File: src/rtl/vga_pkg.sv
// Shared types for the VGA video-memory bus arbiter.
package vga_pkg;

    typedef enum logic [1:0] {
        ARB_IDLE,
        ARB_OWN0,
        ARB_OWN1
    } arb_state_t;

    localparam logic [1:0] GRANT_NONE = 2'b00;
    localparam logic [1:0] GRANT_M0   = 2'b01;
    localparam logic [1:0] GRANT_M1   = 2'b10;

endpackage

File: src/rtl/if_wb.sv
// Pipelined Wishbone bundle, 32-bit address/data; dat_o/dat_i named from the master's side.
interface if_wb;

    logic        cyc;
    logic        stb;
    logic        we;
    logic [3:0]  sel;
    logic [31:0] adr;
    logic [31:0] dat_o;
    logic [31:0] dat_i;
    logic        ack;
    logic        stall;

    modport master (
        output cyc, stb, we, sel, adr, dat_o,
        input  dat_i, ack, stall
    );

    modport slave (
        input  cyc, stb, we, sel, adr, dat_o,
        output dat_i, ack, stall
    );

endinterface

File: src/rtl/wb_outstanding_ctr.sv
// Tracks accepted-but-unacknowledged strobes; full flags the in-flight limit.
module wb_outstanding_ctr #(
    parameter int unsigned MAX_OUT = 4,
    parameter int unsigned CNT_W   = 3
) (
    input  logic             clk_i,
    input  logic             rst_i,
    input  logic             inc,
    input  logic             dec,
    input  logic             clr,
    output logic [CNT_W-1:0] count,
    output logic             full
);

    localparam logic [CNT_W-1:0] MAX_CNT = CNT_W'(MAX_OUT);

    assign full = (count == MAX_CNT);

    // Stray acks at zero are dropped rather than wrapping the count.
    always_ff @(posedge clk_i) begin
        if (!rst_i || clr) begin
            count <= '0;
        end else begin
            case ({inc && !full, dec && (count != '0)})
                2'b10:   count <= count + CNT_W'(1);
                2'b01:   count <= count - CNT_W'(1);
                default: count <= count;
            endcase
        end
    end

endmodule

File: src/rtl/vga_mem_arbiter.sv
// Shares the video-memory bus between display fetch (m0, priority) and a secondary
// requester (m1); ownership spans a whole cyc tenure, with a fairness cap on m0.
module vga_mem_arbiter
    import vga_pkg::*;
#(
    parameter int unsigned FAIR_LIMIT = 4,
    parameter int unsigned MAX_OUT    = 4,
    parameter int unsigned CNT_W      = 3
) (
    input  logic       clk_i,
    input  logic       rst_i,
    if_wb.slave        m0,
    if_wb.slave        m1,
    if_wb.master       outbus,
    output logic [1:0] grant
);

    localparam int unsigned          FAIR_W   = $clog2(FAIR_LIMIT + 1);
    localparam logic [FAIR_W-1:0]    FAIR_MAX = FAIR_W'(FAIR_LIMIT);

    arb_state_t        state_q, state_d;
    logic [FAIR_W-1:0] fair_q, fair_d;
    logic [CNT_W-1:0]  out_cnt;
    logic              out_full;
    logic              own_cyc;
    logic              own_stb;
    logic              fwd_stb;
    logic              cnt_inc;
    logic              cnt_dec;
    logic              cnt_clr;

    always_ff @(posedge clk_i) begin
        if (!rst_i) begin
            state_q <= ARB_IDLE;
            fair_q  <= '0;
        end else begin
            state_q <= state_d;
            fair_q  <= fair_d;
        end
    end

    always_comb begin
        state_d = state_q;
        fair_d  = fair_q;
        case (state_q)
            ARB_IDLE: begin
                // m1 wins a contested slot only once m0 has used up its fairness quota.
                if (m0.cyc && (!m1.cyc || fair_q != FAIR_MAX)) begin
                    state_d = ARB_OWN0;
                    if (!m1.cyc)
                        fair_d = '0;
                    else if (fair_q != FAIR_MAX)
                        fair_d = fair_q + FAIR_W'(1);
                end else if (m1.cyc) begin
                    state_d = ARB_OWN1;
                    fair_d  = '0;
                end
            end
            ARB_OWN0: if (!m0.cyc) state_d = ARB_IDLE;
            ARB_OWN1: if (!m1.cyc) state_d = ARB_IDLE;
            default:  state_d = ARB_IDLE;
        endcase
    end

    always_comb begin
        own_cyc      = 1'b0;
        own_stb      = 1'b0;
        outbus.we    = 1'b0;
        outbus.sel   = '0;
        outbus.adr   = '0;
        outbus.dat_o = '0;
        m0.dat_i     = '0;
        m0.ack       = 1'b0;
        m0.stall     = 1'b1;
        m1.dat_i     = '0;
        m1.ack       = 1'b0;
        m1.stall     = 1'b1;
        case (state_q)
            ARB_OWN0: begin
                own_cyc      = m0.cyc;
                own_stb      = m0.stb;
                outbus.we    = m0.we;
                outbus.sel   = m0.sel;
                outbus.adr   = m0.adr;
                outbus.dat_o = m0.dat_o;
                m0.dat_i     = outbus.dat_i;
                m0.ack       = outbus.ack && m0.cyc;
                m0.stall     = outbus.stall || out_full;
            end
            ARB_OWN1: begin
                own_cyc      = m1.cyc;
                own_stb      = m1.stb;
                outbus.we    = m1.we;
                outbus.sel   = m1.sel;
                outbus.adr   = m1.adr;
                outbus.dat_o = m1.dat_o;
                m1.dat_i     = outbus.dat_i;
                m1.ack       = outbus.ack && m1.cyc;
                m1.stall     = outbus.stall || out_full;
            end
            default: ;
        endcase
        fwd_stb    = own_cyc && own_stb && !out_full;
        outbus.cyc = own_cyc;
        outbus.stb = fwd_stb;
    end

    // Dropping cyc aborts the tenure, so anything still in flight is forgotten.
    assign cnt_inc = fwd_stb && !outbus.stall;
    assign cnt_dec = outbus.ack && own_cyc;
    assign cnt_clr = !own_cyc;

    wb_outstanding_ctr #(
        .MAX_OUT (MAX_OUT),
        .CNT_W   (CNT_W)
    ) u_out_ctr (
        .clk_i (clk_i),
        .rst_i (rst_i),
        .inc   (cnt_inc),
        .dec   (cnt_dec),
        .clr   (cnt_clr),
        .count (out_cnt),
        .full  (out_full)
    );

    assign grant = (state_q == ARB_OWN1) ? GRANT_M1 :
                   (state_q == ARB_OWN0) ? GRANT_M0 : GRANT_NONE;

endmodule
File: src/flat_wrapper.sv
// flat-port wrapper written by rule: the top's interface ports become plain ports
module vga_mem_arbiter_flat import vga_pkg::*;
#(
    parameter int unsigned FAIR_LIMIT = 4,
    parameter int unsigned MAX_OUT    = 4,
    parameter int unsigned CNT_W      = 3
)
  (clk_i, rst_i, grant, m0_cyc, m0_stb, m0_we, m0_sel, m0_adr, m0_dat_o, m0_dat_i, m0_ack, m0_stall, m1_cyc, m1_stb, m1_we, m1_sel, m1_adr, m1_dat_o, m1_dat_i, m1_ack, m1_stall, outbus_cyc, outbus_stb, outbus_we, outbus_sel, outbus_adr, outbus_dat_o, outbus_dat_i, outbus_ack, outbus_stall);
  if_wb m0_i ();
  if_wb m1_i ();
  if_wb outbus_i ();
  input  logic clk_i;
  input  logic rst_i;
  output logic [1:0] grant;
  input wire logic [$bits(m0_i.cyc)-1:0] m0_cyc;
  input wire logic [$bits(m0_i.stb)-1:0] m0_stb;
  input wire logic [$bits(m0_i.we)-1:0] m0_we;
  input wire logic [$bits(m0_i.sel)-1:0] m0_sel;
  input wire logic [$bits(m0_i.adr)-1:0] m0_adr;
  input wire logic [$bits(m0_i.dat_o)-1:0] m0_dat_o;
  output wire logic [$bits(m0_i.dat_i)-1:0] m0_dat_i;
  output wire logic [$bits(m0_i.ack)-1:0] m0_ack;
  output wire logic [$bits(m0_i.stall)-1:0] m0_stall;
  input wire logic [$bits(m1_i.cyc)-1:0] m1_cyc;
  input wire logic [$bits(m1_i.stb)-1:0] m1_stb;
  input wire logic [$bits(m1_i.we)-1:0] m1_we;
  input wire logic [$bits(m1_i.sel)-1:0] m1_sel;
  input wire logic [$bits(m1_i.adr)-1:0] m1_adr;
  input wire logic [$bits(m1_i.dat_o)-1:0] m1_dat_o;
  output wire logic [$bits(m1_i.dat_i)-1:0] m1_dat_i;
  output wire logic [$bits(m1_i.ack)-1:0] m1_ack;
  output wire logic [$bits(m1_i.stall)-1:0] m1_stall;
  output wire logic [$bits(outbus_i.cyc)-1:0] outbus_cyc;
  output wire logic [$bits(outbus_i.stb)-1:0] outbus_stb;
  output wire logic [$bits(outbus_i.we)-1:0] outbus_we;
  output wire logic [$bits(outbus_i.sel)-1:0] outbus_sel;
  output wire logic [$bits(outbus_i.adr)-1:0] outbus_adr;
  output wire logic [$bits(outbus_i.dat_o)-1:0] outbus_dat_o;
  input wire logic [$bits(outbus_i.dat_i)-1:0] outbus_dat_i;
  input wire logic [$bits(outbus_i.ack)-1:0] outbus_ack;
  input wire logic [$bits(outbus_i.stall)-1:0] outbus_stall;
  assign m0_i.cyc = m0_cyc;
  assign m0_i.stb = m0_stb;
  assign m0_i.we = m0_we;
  assign m0_i.sel = m0_sel;
  assign m0_i.adr = m0_adr;
  assign m0_i.dat_o = m0_dat_o;
  assign m0_dat_i = m0_i.dat_i;
  assign m0_ack = m0_i.ack;
  assign m0_stall = m0_i.stall;
  assign m1_i.cyc = m1_cyc;
  assign m1_i.stb = m1_stb;
  assign m1_i.we = m1_we;
  assign m1_i.sel = m1_sel;
  assign m1_i.adr = m1_adr;
  assign m1_i.dat_o = m1_dat_o;
  assign m1_dat_i = m1_i.dat_i;
  assign m1_ack = m1_i.ack;
  assign m1_stall = m1_i.stall;
  assign outbus_cyc = outbus_i.cyc;
  assign outbus_stb = outbus_i.stb;
  assign outbus_we = outbus_i.we;
  assign outbus_sel = outbus_i.sel;
  assign outbus_adr = outbus_i.adr;
  assign outbus_dat_o = outbus_i.dat_o;
  assign outbus_i.dat_i = outbus_dat_i;
  assign outbus_i.ack = outbus_ack;
  assign outbus_i.stall = outbus_stall;
  vga_mem_arbiter #(.FAIR_LIMIT(FAIR_LIMIT), .MAX_OUT(MAX_OUT), .CNT_W(CNT_W)) u_core (.clk_i(clk_i), .rst_i(rst_i), .m0(m0_i), .m1(m1_i), .outbus(outbus_i), .grant(grant));
endmodule
File: config.mk
export PLATFORM = sky130hd
export DESIGN_NAME = vga_mem_arbiter_flat
export DESIGN_NICKNAME = d
export VERILOG_FILES = /design/src/rtl/vga_pkg.sv /design/src/rtl/if_wb.sv /design/src/rtl/wb_outstanding_ctr.sv /design/src/rtl/vga_mem_arbiter.sv /design/src/flat_wrapper.sv
export SDC_FILE = /design/constraint.sdc
export NUM_CORES = 1
export LEC_CHECK = 0
export CAP_MARGIN = 0
export CELL_PAD_IN_SITES_DETAIL_PLACEMENT = 2
export CELL_PAD_IN_SITES_GLOBAL_PLACEMENT = 2
export CORE_UTILIZATION = 10
export DETAILED_ROUTE_END_ITERATION = 6
export PLACE_DENSITY_LB_ADDON = 0.1
export SLEW_MARGIN = 25
export SYNTH_ARGS = -nofsm -noshare
export SYNTH_HDL_FRONTEND = slang
export SYNTH_SLANG_ARGS = --single-unit
File: constraint.sdc
create_clock -name clk_i -period 5.3 [get_ports clk_i]
set_input_delay 1.06 -clock clk_i [delete_from_list [all_inputs] [get_ports clk_i]]
set_output_delay 1.06 -clock clk_i [all_outputs]
set_load 0.01 [all_outputs]
==> metrics.cfg <==
[worst_setup_path]
worstSetupStartpointType=flop
crit_path_max_fanout=55
crit_chain=inv_1 -> ha_2 -> buf_4 -> nor2b_1 -> clkdlybuf4s50_1
end_kind=output port
cp_slowest_cell=ha_2
critPathMaxStageDelay_ns=0.93
crit_type=flop to output port
crit_required_ns=4.24
worstPathArrival_ns=2.84

[die]
start_util=0.103
dieArea_um2=21700
core_um2=20500
io_pins=319
rows=52
die_x_um=147
die-height_um=147

[pwr]
power_frac_clock=0.169
p_per_area_nw_per_um2=135
p_seq_frac=0.088
leakagePower_nw=1.83
vdd_ir_drop_max_uv=214
intPower_mw=0.488
p_comb_frac=0.744
p_switching_mw=0.268
p_sw_frac=0.354

[grt]
grt_pass1_wl_um=24000
track_usage=0.143
grt_antenna_before_repair=2
grt_overflow_total=0
grt_pass1_vias=3686
grt_max_degree=75

[timing]
slew_headroom=0.392
holdWs_ns=0.493
tns_ns=0
fmax_ghz=0.257
setup_ws_ns=1.40
final-hold-violation-count=0
fin_crit_ns=3.90
setup_violations=0
fin_worst_skew_ns=0.00386
final_max_slew_viol_count=0
fin_crit_sh=0.735
tightest_slew_ns=0.911
rsz0062_at_grt=no

[finish]
layout_commonest_cell=clkdlybuf4s50_1
most-common-layout-cells=318 x clkdlybuf4s50_1, 69 x a22oi_1, 69 x nor2b_1
drive_above_1_share=0.0234
syn2layout_area_growth_pct=165
fin_cells=870
layout.nets=786

[flow_run]
drv_cap=0

[cts]
clk_latency_ns=0.23
holdBufCountCts=0
cts_buffers=3
post_cts_buffers=0
cts_tree=done
cts_resized=0
path_clk_slew_ns=0.04
root_buffer=clkbuf_16
clockBufferDepth=2
htreeDepth=1
cts_sinks=8

[place]
hpwl_um=13600
placedCellCount=865
post-place-ws_ns=1.50
gp_congestion=0.790
port_buffers=318

[synthesis]
ys_warn_count=0
synth_edf_count=0
synth_ff_type=dfxtp_1
synth_seq_cells=8
syn_area_um2=2110
syn_inst=304
avgSynthCellArea_um2=6.96
ys_seq_area_frac=0.0757
ys_types=30
synth-async-reset-ratio=0
syn-num-nets=490

[detailed_routing]
ant_nets=0
drtPass1Iterations=4
dr_total_vias=3451
viasPerCell=3.97
first_iter_violations=75
routed_wl_um=16500
post_drt_wl_per_cell_um=18.9
drc=0

[min_path]
hold_path_class=flop to flop

[outcome]
status=completed

## metal layers
| layer | wire (um) | global-route usage |
|---|---|---|
| met5 | 0 | 0 |
| met4 | 232 | 0.0268 |
| met3 | 1070 | 0.0306 |
| met2 | 9170 | 0.289 |
| met1 | 5990 | 0.150 |
## power groups by stage
stage               Sequential (mW)  Combinational (mW)  Clock [mW]
floorplan                    0.0658               0.243           0
global placement             0.0669               0.563           0
detailed placement           0.0673               0.575           0
CTS                          0.0663               0.577       0.131
global route                 0.0668               0.607       0.135
finish                       0.0663               0.563       0.128
## registers in the layout (all words and copies together) (netlist names)
register,cells
u_core.state_q,2
u_core.u_out_ctr.count,3
u_core.fair_q,3
## synthesized netlist by cell type, types with 3 or more instances
| master | number | share of area |
|---|---|---|
| buf_6 | 4 | 0.021 |
| nand4_1 | 3 | 0.0089 |
| a22oi_1 | 69 | 0.24 |
| and2_1 | 65 | 0.19 |
| nand3_1 | 5 | 0.012 |
| nand2_1 | 7 | 0.012 |
| nor2b_1 | 69 | 0.20 |
| buf_2 | 14 | 0.033 |
| ha_1 | 7 | 0.041 |
| buf_4 | 3 | 0.011 |
| clkbuf_1 | 7 | 0.012 |
| nor2_1 | 5 | 0.0089 |
| inv_1 | 8 | 0.014 |
| clkbuf_2 | 4 | 0.0095 |
| a21boi_0 | 3 | 0.011 |
| a21oi_1 | 6 | 0.014 |
| o21ai_0 | 3 | 0.0071 |
| dfxtp_1 | 8 | 0.076 |
## logic make-up (layout without fill, tap and decap cells)
logic type | after synthesis | in the layout | share of synthesized area
buf+inv | 40 | 334 | 0.101
simple gates | 159 | 159 | 0.456
flops | 8 | 8 | 0.0757
fa+ha+maj | 8 | 8 | 0.0509
other cells | 0 | 2 | 0
xor+xnor | 2 | 2 | 0.00829
compound gates | 87 | 87 | 0.308
## metrics by stage
| step | util | power [mW] | area (um2) |
|---|---|---|---|
| after global placement | 0.269 | 0.630 | 5520 |
| final | 0.273 | 0.756 | 5600 |
| after global routing | 0.273 | 0.809 | 5600 |
| after detailed placement | 0.269 | 0.642 | 5520 |
| after floorplan | - | 0.309 | 2110 |
| after CTS | 0.273 | 0.775 | 5590 |
## worst max-delay path, delay by kind of cell, from the launching register on
kind / cells / cell delay [ns]
adder cells (fa/ha/maj): 1 / 0.93
buffers and inverters: 3 / 1.02
flip-flops: 1 / 0.41
AND/OR/NAND/NOR: 1 / 0.19
## path summary, 6_finish.rpt
kind / start / endpoint / slack, ns / cells past startpoint
min reg2reg: u_core.fair_q[1] / u_core.fair_q[1] / 0.49 / 2
max: u_core.state_q[0] / outbus_adr[28] / 1.40 / 5
max reg2reg: u_core.state_q[0] / u_core.u_out_ctr.count[2] / 1.99 / 10
min: u_core.fair_q[1] / u_core.fair_q[1] / 0.49 / 2
## final cells by class
type,instances,area (um2)
repair buffers,323,3220
flip-flops and latches,8,160
diodes,2,5.00
well taps,270,338
fillers,2373,14900
multi-input cells,256,1770
inverters,8,30.0
clock buffers,3,75.1
Power figures use the tool's default switching activity.
